--- config.mk ---
export PLATFORM = sky130hd
export DESIGN_NAME = lane_par2serial_tx
export DESIGN_NICKNAME = d
export VERILOG_FILES = /design/src/rtl/lane_par2serial_tx.sv
export SDC_FILE = /design/constraint.sdc
export NUM_CORES = 1
export LEC_CHECK = 0
export CAP_MARGIN = 20
export CORE_UTILIZATION = 35
export DETAILED_ROUTE_END_ITERATION = 6
export GPL_TIMING_DRIVEN = 1
export HOLD_SLACK_MARGIN = 0.08
export MAX_ROUTING_LAYER = met4
export SLEW_MARGIN = 25
export SYNTH_ARGS = -nofsm -noshare
export SYNTH_HDL_FRONTEND = slang
export SYNTH_SLANG_ARGS = --single-unit
--- constraint.sdc ---
create_clock -name clk_16f -period 3.1 [get_ports clk_16f]
set_input_delay 0.465 -clock clk_16f [delete_from_list [all_inputs] [get_ports clk_16f]]
set_output_delay 0.465 -clock clk_16f [all_outputs]
set_load 0.02 [all_outputs]
--- src/rtl/lane_par2serial_tx.sv ---
`default_nettype none
// ============================================================================
// Module      : lane_par2serial_tx
// Description : Tx lane serialiser. After reset it sends SYNC_SYMBOLS COM
//               training symbols, then streams each valid lane byte MSB-first
//               on a 1-bit line. IDLE_SYM fills every symbol slot where the
//               byte is not valid. One 8-bit symbol every 8 clk_16f cycles,
//               with no gaps.
// Ports       : clk_16f      - bit clock, rising edge
//               reset        - synchronous, active-high
//               data_in      - lane byte from the 4-to-2 mux stage
//               valid_in     - data_in qualifier, sampled on load edges only
//               serial_out   - serial bit stream, MSB first
//               symbol_start - high while serial_out carries bit 7
//               byte_taken   - one-cycle pulse, a valid byte was consumed
//               link_active  - high once data/idle symbols are being sent
// Revision    : 1.0 - initial release
// ============================================================================
module lane_par2serial_tx #(
  parameter int unsigned SYNC_SYMBOLS = 4,
  parameter logic [7:0]  COM_SYM      = 8'hBC,
  parameter logic [7:0]  IDLE_SYM     = 8'h7C
) (
  input  logic       clk_16f,
  input  logic       reset,
  input  logic [7:0] data_in,
  input  logic       valid_in,
  output logic       serial_out,
  output logic       symbol_start,
  output logic       byte_taken,
  output logic       link_active
);

  // Sized to hold SYNC_SYMBOLS itself: the final SYNC load edge still
  // increments, so the counter never wraps.
  localparam int unsigned c_CNT_W = $clog2(SYNC_SYMBOLS + 1);
  localparam logic [c_CNT_W-1:0] c_SYNC_LAST = c_CNT_W'(SYNC_SYMBOLS - 1);

  localparam logic [0:0] c_ST_SYNC   = 1'b0;
  localparam logic [0:0] c_ST_ACTIVE = 1'b1;

  logic [0:0]         r_state;
  logic [0:0]         w_state_next;
  logic [c_CNT_W-1:0] r_sym_count;
  logic [2:0]         r_bit_cnt;
  logic [7:0]         r_shift;

  logic               w_load;
  logic [7:0]         w_sym;
  logic               w_take;

  // A symbol boundary is wherever the bit counter has wrapped to zero,
  // including the first edge after reset.
  assign w_load = (r_bit_cnt == 3'd0);

  // --------------------------------------------------------------------------
  // State register
  // --------------------------------------------------------------------------
  always_ff @(posedge clk_16f) begin
    if (reset) begin
      r_state <= c_ST_SYNC;
    end else begin
      r_state <= w_state_next;
    end
  end

  // --------------------------------------------------------------------------
  // Next-state logic: leave SYNC on the load edge that sends the last COM.
  // ACTIVE is only left through reset.
  // --------------------------------------------------------------------------
  always_comb begin
    w_state_next = r_state;
    case (r_state)
      c_ST_SYNC: begin
        if (w_load && (r_sym_count == c_SYNC_LAST)) begin
          w_state_next = c_ST_ACTIVE;
        end
      end
      c_ST_ACTIVE: w_state_next = c_ST_ACTIVE;
      default:     w_state_next = c_ST_SYNC;
    endcase
  end

  // --------------------------------------------------------------------------
  // Output logic: the symbol to load, and whether it consumes a byte
  // --------------------------------------------------------------------------
  always_comb begin
    w_sym  = COM_SYM;
    w_take = 1'b0;
    case (r_state)
      c_ST_SYNC: begin
        w_sym  = COM_SYM;
        w_take = 1'b0;
      end
      c_ST_ACTIVE: begin
        w_sym  = valid_in ? data_in : IDLE_SYM;
        w_take = valid_in;
      end
      default: begin
        w_sym  = COM_SYM;
        w_take = 1'b0;
      end
    endcase
  end

  // --------------------------------------------------------------------------
  // Serialiser datapath. Bit 7 is emitted directly on the load edge; the
  // shift register holds the remaining 7 bits, left-aligned.
  // --------------------------------------------------------------------------
  always_ff @(posedge clk_16f) begin
    if (reset) begin
      serial_out   <= 1'b0;
      symbol_start <= 1'b0;
      byte_taken   <= 1'b0;
      link_active  <= 1'b0;
      r_bit_cnt    <= 3'd0;
      r_shift      <= 8'd0;
      r_sym_count  <= '0;
    end else if (w_load) begin
      serial_out   <= w_sym[7];
      r_shift      <= {w_sym[6:0], 1'b0};
      r_bit_cnt    <= 3'd1;
      symbol_start <= 1'b1;
      byte_taken   <= w_take;
      if (r_state == c_ST_ACTIVE) begin
        link_active <= 1'b1;
      end
      if (r_state == c_ST_SYNC) begin
        r_sym_count <= r_sym_count + 1'b1;
      end
    end else begin
      serial_out   <= r_shift[7];
      r_shift      <= {r_shift[6:0], 1'b0};
      r_bit_cnt    <= r_bit_cnt + 3'd1;   // 7 -> 0 wraps naturally
      symbol_start <= 1'b0;
      byte_taken   <= 1'b0;
    end
  end

endmodule
`default_nettype wire

==> Yosys cells after proc, flatten, opt, wreduce, memory -nomap -nowiden <==
Cells that the tools add are included.
{ "op_classes": {"n_addsub": 2, "eq_ne": 1, "mux": 9, "n_bitwise": 2, "reduce_logical": 6} }
{ "op_table": {"columns": ["op", "count"], "rows": [
  ["$mux 8", 2],
  ["$pmux 8 s2", 1],
  ["$add 3x1->3 const B", 2],
  ["$mux 1", 4],
  ["$pmux 1 s2", 2],
  ["$reduce_and 2->1", 2],
  ["$reduce_or 2->1", 2],
  ["$eq 3x2->1 const B", 1],
  ["$logic_not 3->1", 1],
  ["$not 1->1", 2],
  ["$logic_and 1x1->1", 1]
]} }
{ "totals": {"ff_bits": 19, "inputBits": 11, "output_inout_bits": 4, "wordCells": 29} }

==> Longest topological paths before layout <==
Gate-level depths: netlist (run 1).
{ "logic_depth": {"word_depth": 4, "depth_mapped": 6, "ltp_nobuf": 5} }

==> Worst setup path after synthesis (run 1) <==
Ideal clock, no wire load.
{ "synth_path": {"path_kind": "flip-flop to flip-flop", "start": "register r_bit_cnt[0]", "end": "register link_active", "setup_ps": 117, "t_arrival_ps": 1033, "required_ps": 2983, "path_slack_ps": 1950, "path_stages_with_launch": 7, "n_path_buf": 1, "period_less_slack_ps": 1150, "cell_sequence": "dfxtp_1 inv_1 ha_1 nor2b_1 buf_2 a21oi_1 nor2_1"} }
{ "synth_between": {"elab_chain_cells": 2} }
{ "synth_rtl": {"columns": ["item", "line", "text"], "rows": [
  ["start: declaration", "45", "logic [2:0] r_bit_cnt;"],
  ["start signal: assignment", "134", "r_bit_cnt <= r_bit_cnt + 3'd1;"],
  ["$logic_not 3->1", "54", "assign w_load = (r_bit_cnt == 3'd0);"],
  ["$reduce_and 2->1 (no line)", null, null],
  ["end signal: assignment", "115", "link_active <= 1'b0;"],
  ["end signal: assignment", "126", "link_active <= 1'b1;"],
  ["end: declaration", "31", "output logic link_active"]
]} }
No other way between the ends.
A chain may end at the register's enable or synchronous reset.

==> Worst setup path after layout (run 1) <==
{ "layout_path": {"start": "register link_active", "end": "output link_active"} }
No word-level cell between the ends.

==> results of run 1 <==
## placed cells by master (no fill, tap or decap)
cell type | netlist | routed
sky130_fd_sc_hd__ha_1 | 4 | 4
sky130_fd_sc_hd__nor3b_2 | 1 | 1
sky130_fd_sc_hd__nor2_1 | 11 | 11
sky130_fd_sc_hd__clkdlybuf4s50_1 | 0 | 14
sky130_fd_sc_hd__a211oi_2 | 1 | 1
sky130_fd_sc_hd__nand2_1 | 4 | 4
sky130_fd_sc_hd__a211oi_1 | 1 | 1
sky130_fd_sc_hd__inv_1 | 4 | 4
sky130_fd_sc_hd__nand4_1 | 1 | 1
sky130_fd_sc_hd__nor3b_1 | 2 | 2
sky130_fd_sc_hd__dfxtp_1 | 18 | 18
sky130_fd_sc_hd__o21ai_1 | 1 | 1
sky130_fd_sc_hd__clkbuf_4 | 0 | 3
sky130_fd_sc_hd__nor3_1 | 9 | 9
sky130_fd_sc_hd__nor2b_1 | 1 | 1
sky130_fd_sc_hd__and2_1 | 1 | 1
sky130_fd_sc_hd__nand2b_1 | 2 | 2
sky130_fd_sc_hd__a21oi_1 | 8 | 8
sky130_fd_sc_hd__xnor2_1 | 1 | 1
sky130_fd_sc_hd__nand3_1 | 1 | 1
## power breakdown
part	internal [mW]	switching, mW
Sequential	0.251	0.00927
Combinational	0.0383	0.0407
Clock	0.0451	0.0636
Total	0.334	0.114
## worst register-to-register path: stages (launching register included)
cell and delay [ns]:
sky130_fd_sc_hd__dfxtp_1 0.34, sky130_fd_sc_hd__inv_1 0.06, sky130_fd_sc_hd__ha_1 0.19, sky130_fd_sc_hd__nor2b_1 0.61
sky130_fd_sc_hd__nand4_1 0.19, sky130_fd_sc_hd__a21oi_1 0.18
## cell families after synthesis
group / count (synthesis) / share of synthesized area (%)
fa+ha+maj: 4 / 7.18
buf+inv: 9 / 6.82
flops: 18 / 51.7
xor+xnor: 1 / 1.26
simple gates: 33 / 23.7
compound gates: 11 / 9.34
## sequential cells by signal (all words and copies together), names as in the netlist
register      cells
byte_taken        1
r_sym_count       3
r_state           1
symbol_start      1
link_active       1
r_bit_cnt         3
r_shift           7
serial_out        1
## metal layers
| layer | up-vias | track usage, % |
|---|---|---|
| met2 | 10 | 19.2 |
| met1 | 254 | 13.3 |
| li1 | 277 | - |
| met3 | 0 | 7.06 |
| met5 | - | - |
| met4 | 0 | 1.71 |
## cell type report
cell class	instances	area [um^2]
Clock buffer	3	22.5
Fill cell	190	943
Inverter	4	15.0
Multi-Input combinational cell	49	289
Sequential cell	18	360
Tap cell	25	31.3
Timing Repair Buffer	14	140
## stage by stage
step | cells | hold slack [ns]
after global placement | 110 | 0.430
after floorplan | 76 | 0.417
after global routing | 113 | 0.469
after CTS | 113 | 0.446
final | 113 | 0.444
after detailed placement | 110 | 0.432
## worst max path at each step
stage / from / to / cells after the start
3_3_place_gp: reset / r_shift[1]$_SDFF_PP0_ / 3
2_1_floorplan: r_bit_cnt[0]$_SDFF_PP0_ / link_active$_SDFFE_PP0P_ / 6
3_5_place_dp: reset / r_shift[1]$_SDFF_PP0_ / 3
6_report: link_active$_SDFFE_PP0P_ / link_active / 1
5_1_grt: r_bit_cnt[0]$_SDFF_PP0_ / r_shift[2]$_SDFF_PP0_ / 5
4_1_cts: link_active$_SDFFE_PP0P_ / link_active / 1
==> out/metrics.cfg, run 1 <==
[critical_path]
r2r_end = r_shift[2]$_SDFF_PP0_
crit_path_max_fanout = 2
setup.reg_to_reg.worst_slack_ns = 1.45
data_required_time_of_the_worst_path_ns = 2.63
worstPathCellList = clkdlybuf4s50_1
critical_path_buffer_and_inverter_count = 1
critical_path.endpoint_type = output port
rr_worst_depth = 5
worstReg2RegStart = r_bit_cnt[0]$_SDFF_PP0_
critical_path_arrival_ns = 1.21
critPathKind = reg2out
setup.worst_path.start_class = flop
critical_path.max_stage_delay_ns = 0.60
crit_path_leading_delay_family = buffers and inverters
critical_path.slowest_cell = sky130_fd_sc_hd__clkdlybuf4s50_1

[synthesis]
post_synth_main_area_contributors = sky130_fd_sc_hd__dfxtp_1 52%, sky130_fd_sc_hd__ha_1 7.2%, sky130_fd_sc_hd__nor3_1 6.5%
syn-instance-count = 76
synth_enable_flop_cells = 0
syn_avg_cell_area_um2 = 9.17
synth_area_leader_cell = sky130_fd_sc_hd__dfxtp_1
portion_of_the_post_synthesis_area_used_by_sequential_elements_pct = 51.7
synthFlopType = sky130_fd_sc_hd__dfxtp_1
synth_cell_types = 22
synth.net_count = 91
synth.top_cells.by_count = 18 x sky130_fd_sc_hd__dfxtp_1, 11 x sky130_fd_sc_hd__nor2_1, 9 x sky130_fd_sc_hd__nor3_1, 8 x sky130_fd_sc_hd__a21oi_1
yosys_warnings = 0
async_reset_ff_share_pct = 0
yosys.cell_count.top_type = sky130_fd_sc_hd__dfxtp_1
syn-cell-area_um2 = 697
synth_top_area_share_pct = 51.7
synth.ff_latch_count = 18

[sta]
finalCriticalPeriod_ns = 1.68
post-route-period-util_pct = 54.0
grt_setup_unrepaired = false
finalSetupViolCount = 0
pin_slew_with_the_least_headroom_to_its_limit_ns = 0.728
report.final.hold_viol_count = 0
setup-tns-final_ns = 0
finalMaxSlewViolations = 0
relSlewSlack_pct = 51.4
fin_worst_skew_ns = 0.00286
post-route-worst-setup-slack_ns = 1.42
timing.fmax_ghz = 0.597

[global_routing]
grt_pass1_vias = 432
grt_first_pass_wirelength_um = 1730
grt_overflow_total = 0
grt_max_degree = 18
grt_usage_pct = 12.1
antenna_violations_before_repair = 0

[cts]
cts_htree_levels = 1
path_clk_slew_ns = 0.09
ctsResizeCount = 0
post-cts-setup-buffer-count = 0
cts.path.max_buffers = 2
clock_tree_from_tritoncts = built
cts.sink_count = 18
clock_tree.root_cell = sky130_fd_sc_hd__clkbuf_4
hold_buffers = 0
tritoncts.num_buffers = 3
worst_skew_pair.late_latency_ns = 0.28

[pwr]
vdd_ir_drop_max_uv = 404
total_power_mw = 0.448
p_leak_nw = 0.330
power.density_cell_area_nw_per_um2 = 522

[worst_hold_path]
hold_path_startpoint = r_shift[6]$_SDFF_PP0_
min_delay_endpoint = r_shift[7]$_SDFF_PP0_
worst_hold_path_type = reg2reg
min_path_cells = 2

[route]
avgViaCountPerCell = 4.79
topRoutingLayerUsed = met3
drt_iter0_drc = 4
dr_wl_met2_um = 537
wl_um = 1160
wl_cell_um = 10.3
drc = 0
detailroute.via_count = 541
drt-pass1-iter-count = 3
ant_nets = 0
detail_route.wirelength.met1_um = 561
detailroute.wirelength.met3_um = 65

[floorplanning]
starting_density_of_the_core_pct = 38.7
design.core.area_um2 = 1800
die_height_um = 46.6
io-pin-count = 15
die_area_um2 = 2170
die_w_um = 46.6
core.rowCount = 15

[final_layout]
final_net_count = 105
final_design_area_no_fill_um2 = 858
area.growth.synth_to_final_pct = 23.2
layout-drive-gt1-share_pct = 5.68
final_core_util_pct = 47.6
insertedDiodeCount = 0

[place]
place.detailed.hpwl_um = 821
portBuffers = 14
gp_congestion = 0.670
placement.cell_area_um2 = 836
pre_cts_ws_ns = 1.30

[flow_run]
cap_violations = 0

[outcome]
result_of_the_run = complete, no violations

(Power assumes the default switching activity.)
==> run 2, diff against run 1 <==
clock period = 1.45 ns   (was 3.1 ns; I/O delays follow)
==> run 2 against run 1 <==
  * Worst hold slack improved by 0.0031 ns
  * Clock skew fell by 0.0011 ns
  * Worst setup slack got worse by 1.4 ns
  * Clock-buffer cell count did not move
  * Core utilization rose by 1.8 points
  * Non-clock buffer count rose by 3
  * Die area did not move
  * Critical path depth did not move
  * First-iteration DRC count rose by 75%
  * Power rose by 120%
  * Highest routed layer is now met4
==> out/metrics.cfg, run 2 (synthesis gave the netlist of run 1 again) <==
[final_layout]
area_of_the_multi_input_gates_um2 = 298  ; +3.0%
final_cell_mix = 18 x sky130_fd_sc_hd__dfxtp_1, 12 x sky130_fd_sc_hd__clkdlybuf4s50_1, 11 x sky130_fd_sc_hd__nor2_1, 9 x sky130_fd_sc_hd__nor3_1, 8 x sky130_fd_sc_hd__a21oi_1
max_flop_register = r_shift
final_common_cell = sky130_fd_sc_hd__dfxtp_1
final_net_count = 108  ; +2.9%
final_core_util_pct = 49.4  ; +1.8 points
insertedDiodeCount = 0  ; unchanged
layout-drive-gt1-share_pct = 9.89  ; +4.2 points
final-seq-area_um2 = 360  ; unchanged
nFillCells = 183  ; -3.7%
number_of_flip_flops_in_the_largest_register = 7  ; unchanged
reg_top3 = r_shift x7, r_bit_cnt x3, r_sym_count x3
area.growth.synth_to_final_pct = 27.8

[floorplanning]
io-pin-count = 15  ; unchanged
core.rowCount = 15  ; unchanged
die_height_um = 46.6  ; unchanged
die_w_um = 46.6  ; unchanged
starting_density_of_the_core_pct = 38.7  ; unchanged
design.core.area_um2 = 1800  ; unchanged
die_area_um2 = 2170  ; unchanged

[flow_run]
cap_violations = 0  ; unchanged

[global_routing]
grt_overflow_total = 0  ; unchanged
grt_pass1_vias = 446  ; +3.2%
global_route.usage.met3_pct = 5.88  ; -1.2 points
global_route.usage.met2_pct = 17.5  ; -1.7 points
grt_max_degree = 16  ; -2
global_route.peak_usage_layer = met1
groute.layer.met1.usage_pct = 18.1  ; +4.7 points
grt_first_pass_wirelength_um = 1900  ; +10%
grt_usage_pct = 13.2  ; +1.1 points
antenna_violations_before_repair = 0  ; unchanged

[cts]
post-cts-setup-buffer-count = 0  ; unchanged
clock_tree.root_cell = sky130_fd_sc_hd__clkbuf_4
tritoncts.num_buffers = 3  ; unchanged
cts.path.max_buffers = 2  ; unchanged
clock_tree_from_tritoncts = built
worst_skew_pair.late_latency_ns = 0.28  ; about the same
cts.sink_count = 18  ; unchanged
path_clk_slew_ns = 0.09  ; about the same
cts_htree_levels = 1  ; unchanged

[sta]
grt_setup_unrepaired = false
timing.fmax_ghz = 0.709
finalSetupViolCount = 0  ; unchanged
finalMaxSlewViolations = 0  ; unchanged
relSlewSlack_pct = 75.4  ; +24 points
post-route-period-util_pct = 97.2
report.final.hold_viol_count = 0  ; unchanged
fin_worst_skew_ns = 0.00181  ; -0.00105 ns
pin_slew_with_the_least_headroom_to_its_limit_ns = 0.368  ; -0.360 ns
setup-tns-final_ns = 0  ; unchanged
finalCriticalPeriod_ns = 1.41

[critical_path]
critical_path.endpoint_type = output port
crit_path_leading_delay_family = buffers and inverters
data_required_time_of_the_worst_path_ns = 1.23  ; -1.40 ns
critical_path_arrival_ns = 1.19  ; -0.02 ns
worstPathCellList = clkdlybuf4s50_1
critical_path.slowest_cell = sky130_fd_sc_hd__clkdlybuf4s50_1
worstReg2RegStart = r_bit_cnt[0]$_SDFF_PP0_
critical_path.max_stage_delay_ns = 0.60  ; about the same
crit_path_max_fanout = 1  ; -1
critPathKind = reg2out
critical_path_source = byte_taken$_SDFF_PP0_
setup.worst_path.start_class = flop
critical_path_buffer_and_inverter_count = 1  ; unchanged

[pwr]
p_leak_nw = 0.363  ; +10%
vdd_ir_drop_max_uv = 719  ; +78%
power.density_cell_area_nw_per_um2 = 1100  ; +110%

[route]
avgViaCountPerCell = 4.62  ; -3.5%
detailroute.via_count = 536  ; -0.92%
ant_nets = 0  ; unchanged
drc = 0  ; unchanged
drt-pass1-iter-count = 4  ; +1
wl_um = 1190  ; +2.4%
wl_cell_um = 10.3  ; -0.24%
drt_iter0_drc = 7  ; +3

[place]
gp_congestion = 0.702  ; +4.9%
place.detailed.hpwl_um = 886  ; +7.9%
portBuffers = 14  ; unchanged

[worst_hold_path]
worst_hold_path_type = reg2reg
hold_path_startpoint = r_shift[6]$_SDFF_PP0_

[outcome]
result_of_the_run = complete, no violations

==> run 2: cell count changes in the layout (fill, tap and decap cells not counted), sizes merged <==
cell           delta
clkdlybuf4s50     -2
dlygate4sd2       +1
buf               +3
dlymetal6s2s      +1
==> run 2: worst min-delay path: stages, from the launching register on <==
cell and delay, ns:
sky130_fd_sc_hd__dfxtp_1 0.31, sky130_fd_sc_hd__nand2_1 0.05, sky130_fd_sc_hd__a21oi_1 0.05
==> run 2: repair_timing <==
item | 4_1_cts | 5_1_grt
endpoints found under the setup margin | 1 | 3
hold buffers | 0 | 0
resized for setup | 1 | 3
gates cloned | 0 | 0
hold endpoints to repair | 0 | 0
==> run 2: metrics by stage <==
stage	area, um^2	setup WS (ns)	hold WS (ns)	cells	total power, mW
2_1_floorplan	697	0.300	0.339	76	0.686
3_3_place_gp	858	0.133	0.435	113	0.751
3_5_place_dp	858	0.112	0.439	113	0.754
4_1_cts	880	0.0238	0.453	116	0.990
5_1_grt	891	0.000540	0.473	116	1.04
6_report	891	0.0402	0.447	116	0.980
==> run 2: routing by layer <==
metal | share of wire (%) | vias up
met5 | 0 | -
met4 | 1.0 | 0
met3 | 5.6 | 2
met2 | 45 | 11
met1 | 48 | 240
li1 | - | 283
==> run 2: path summary, 6_finish.rpt <==
check | to | slack (ns) | depth (start not counted)
max reg2reg | r_shift[2]$_SDFF_PP0_ | 0.17 | 6
max | byte_taken | 0.04 | 1
min reg2reg | r_shift[7]$_SDFF_PP0_ | 0.45 | 2
min | r_shift[7]$_SDFF_PP0_ | 0.45 | 2
==> run 2: area by class of cell <==
| type | count | share of cell area, % |
|---|---|---|
| multi-input cells | 49 | 33.4 |
| clock buffers | 3 | 2.53 |
| repair buffers | 17 | 18.4 |
| inverters | 4 | 1.69 |
| flip-flops and latches | 18 | 40.4 |
| well taps | 25 | 3.51 |
==> run 2: report_power, final <==
| group | internal [mW] | switching [mW] |
|---|---|---|
| clock network | 0.0964 | 0.137 |
| logic | 0.0971 | 0.0909 |
| registers | 0.537 | 0.0214 |
==> run 3, diff against run 2 <==
CORE_MARGIN = 10   (was default)
PLACE_DENSITY = 0.67   (was default)
==> run 3 against run 2 <==
  * Sequential share of layout area decreased by 0.057 points
  * Largest power group unchanged
  * Die area rose by 92%
  * Largest cell class unchanged
  * Critical endpoint is now r_shift[2]$_SDFF_PP0_
  * Clock-buffer cell count is the same
  * Non-clock buffer count stayed put
  * Cell count is 1.7% higher
  * Final area up 0.14%
  * Clock skew decreased by 0.00070 ns
  * Clock power up 2%
  * Global-route usage fell by 6.5 points
  * Flip-flop and latch count is the same
==> out/metrics.cfg, run 3 (synthesis gave the netlist of run 1 again) <==
[outcome]
result_of_the_run = complete, no violations

[floorplanning]
design.core.area_um2 = 1920  ; +6.7%
die_height_um = 64.6  ; +39%
starting_density_of_the_core_pct = 36.3  ; -2.4 points
die_w_um = 64.6  ; +39%
core.rowCount = 16  ; +1
die_area_um2 = 4180  ; +92%
io-pin-count = 15  ; unchanged

[final_layout]
area.growth.synth_to_final_pct = 28.0
final_common_cell = sky130_fd_sc_hd__dfxtp_1
insertedDiodeCount = 0  ; unchanged
final_cell_mix = 18 x sky130_fd_sc_hd__dfxtp_1, 11 x sky130_fd_sc_hd__nor2_1, 10 x sky130_fd_sc_hd__clkdlybuf4s50_1, 9 x sky130_fd_sc_hd__nor3_1, 8 x sky130_fd_sc_hd__a21oi_1
final_net_count = 108  ; unchanged
final-seq-area_um2 = 360  ; unchanged
reg_top3 = r_shift x7, r_bit_cnt x3, r_sym_count x3
number_of_flip_flops_in_the_largest_register = 7  ; unchanged
max_flop_register = r_shift
area_of_the_multi_input_gates_um2 = 292  ; -2.1%
nFillCells = 184  ; +0.55%
layout-drive-gt1-share_pct = 9.89  ; unchanged

[place]
place.detailed.hpwl_um = 992  ; +12%
portBuffers = 14  ; unchanged
gp_congestion = 0.781  ; +11%
pre_cts_ws_ns = 0.0975  ; -0.0148 ns

[global_routing]
grt_max_degree = 12  ; -4
antenna_violations_before_repair = 0  ; unchanged
grt_overflow_total = 0  ; unchanged
grt_pass1_vias = 535  ; +20%
grt_first_pass_wirelength_um = 2260  ; +18%
grt_usage_pct = 6.75  ; -6.5 points

[sta]
fin_worst_skew_ns = 0.00111  ; -0.000701 ns
pin_slew_with_the_least_headroom_to_its_limit_ns = 0.314  ; -0.0539 ns
timing.fmax_ghz = 0.780  ; +9.9%
post-route-period-util_pct = 88.5  ; -8.8 points
report.final.hold_viol_count = 0  ; unchanged
relSlewSlack_pct = 79.0  ; +3.6 points
finalSetupViolCount = 0  ; unchanged
finalMaxSlewViolations = 0  ; unchanged
grt_setup_unrepaired = false
post-route-worst-setup-slack_ns = 0.167  ; +0.127 ns
setup-tns-final_ns = 0  ; unchanged
finalCriticalPeriod_ns = 1.28  ; -0.127 ns

[worst_hold_path]
worst_hold_path_type = reg2reg

[pwr]
power.density_cell_area_nw_per_um2 = 1090  ; -0.48%
p_leak_nw = 0.395  ; +8.6%
vdd_ir_drop_max_uv = 659  ; -8.3%

[critical_path]
critPathKind = reg2reg
setup.worst_path.start_class = flop
data_required_time_of_the_worst_path_ns = 1.67  ; +0.44 ns
critical_path.endpoint_type = flop
crit_path_max_fanout = 10  ; +9
critical_path_arrival_ns = 1.50  ; +0.31 ns

[cts]
clock_tree_from_tritoncts = built
cts_htree_levels = 1  ; unchanged
tritoncts.num_buffers = 3  ; unchanged
post-cts-setup-buffer-count = 0  ; unchanged
cts.path.max_buffers = 2  ; unchanged
worst_skew_pair.late_latency_ns = 0.28  ; about the same
cts.sink_count = 18  ; unchanged
clock_tree.root_cell = sky130_fd_sc_hd__clkbuf_4
path_clk_slew_ns = 0.09  ; about the same

[route]
drt_iter0_drc = 32  ; +25
avgViaCountPerCell = 4.62  ; about the same
wl_um = 1320  ; +11%
wl_cell_um = 11.2  ; +8.8%
drc = 0  ; unchanged
ant_nets = 0  ; unchanged
drt-pass1-iter-count = 4  ; unchanged
detailroute.via_count = 545  ; +1.7%

[flow_run]
cap_violations = 0  ; unchanged

==> run 3: path summary, 6_finish.rpt <==
check                                              to  cells past startpoint  slack [ns]               startpoint
worst max-delay path            r_shift[2]$_SDFF_PP0_                      6        0.17  r_bit_cnt[0]$_SDFF_PP0_
worst min-delay path            r_shift[7]$_SDFF_PP0_                      2        0.44    r_shift[6]$_SDFF_PP0_
worst max register to register  r_shift[2]$_SDFF_PP0_                      6        0.17  r_bit_cnt[0]$_SDFF_PP0_
worst min register to register  r_shift[7]$_SDFF_PP0_                      2        0.44    r_shift[6]$_SDFF_PP0_
==> run 3: worst max-delay path, stage by stage, from the launching register on <==
cell	delay, ns
sky130_fd_sc_hd__dfxtp_1	0.34
sky130_fd_sc_hd__inv_1	0.06
sky130_fd_sc_hd__ha_1	0.21
sky130_fd_sc_hd__nor2b_1	0.15
sky130_fd_sc_hd__buf_4	0.18
sky130_fd_sc_hd__nand4_1	0.12
sky130_fd_sc_hd__a21oi_1	0.16
==> run 3: metrics by stage <==
stage          instances  power [mW]  utilization, %  cell area [um^2]  hold slack, ns
6_report             118       0.976            46.4               892           0.444
2_1_floorplan         76       0.686               -               697           0.339
3_3_place_gp         115       0.746            44.8               861           0.438
5_1_grt              118        1.04            46.4               892           0.477
4_1_cts              118       0.988            45.9               882           0.449
3_5_place_dp         115       0.751            44.8               861           0.433
==> run 3: power by group <==
part / internal [mW] / switching, mW
clock network: 0.0964 / 0.142
registers: 0.537 / 0.0199
logic: 0.0896 / 0.0918
total: 0.723 / 0.253
==> run 3: repair_timing <==
| item | in CTS | in global routing |
|---|---|---|
| gates resized for setup | 1 | 4 |
| endpoints found under the setup margin | 1 | 6 |
| pin swaps | 0 | 0 |
| hold buffers | 0 | 0 |
==> run 3: cell type report <==
type / instances / share of cell area, %
multi-input combinational: 49 / 32.7
tap: 27 / 3.79
inverter: 4 / 1.68
clock buffer: 3 / 2.52
sequential: 18 / 40.4
timing repair buffer: 17 / 18.9
==> run 3: layer usage <==
metal  routed length [um]  track usage [%]
met5                    0                -
met2                  602             10.5
met4                    0             2.41
met3                   93             3.61
met1                  623             7.17
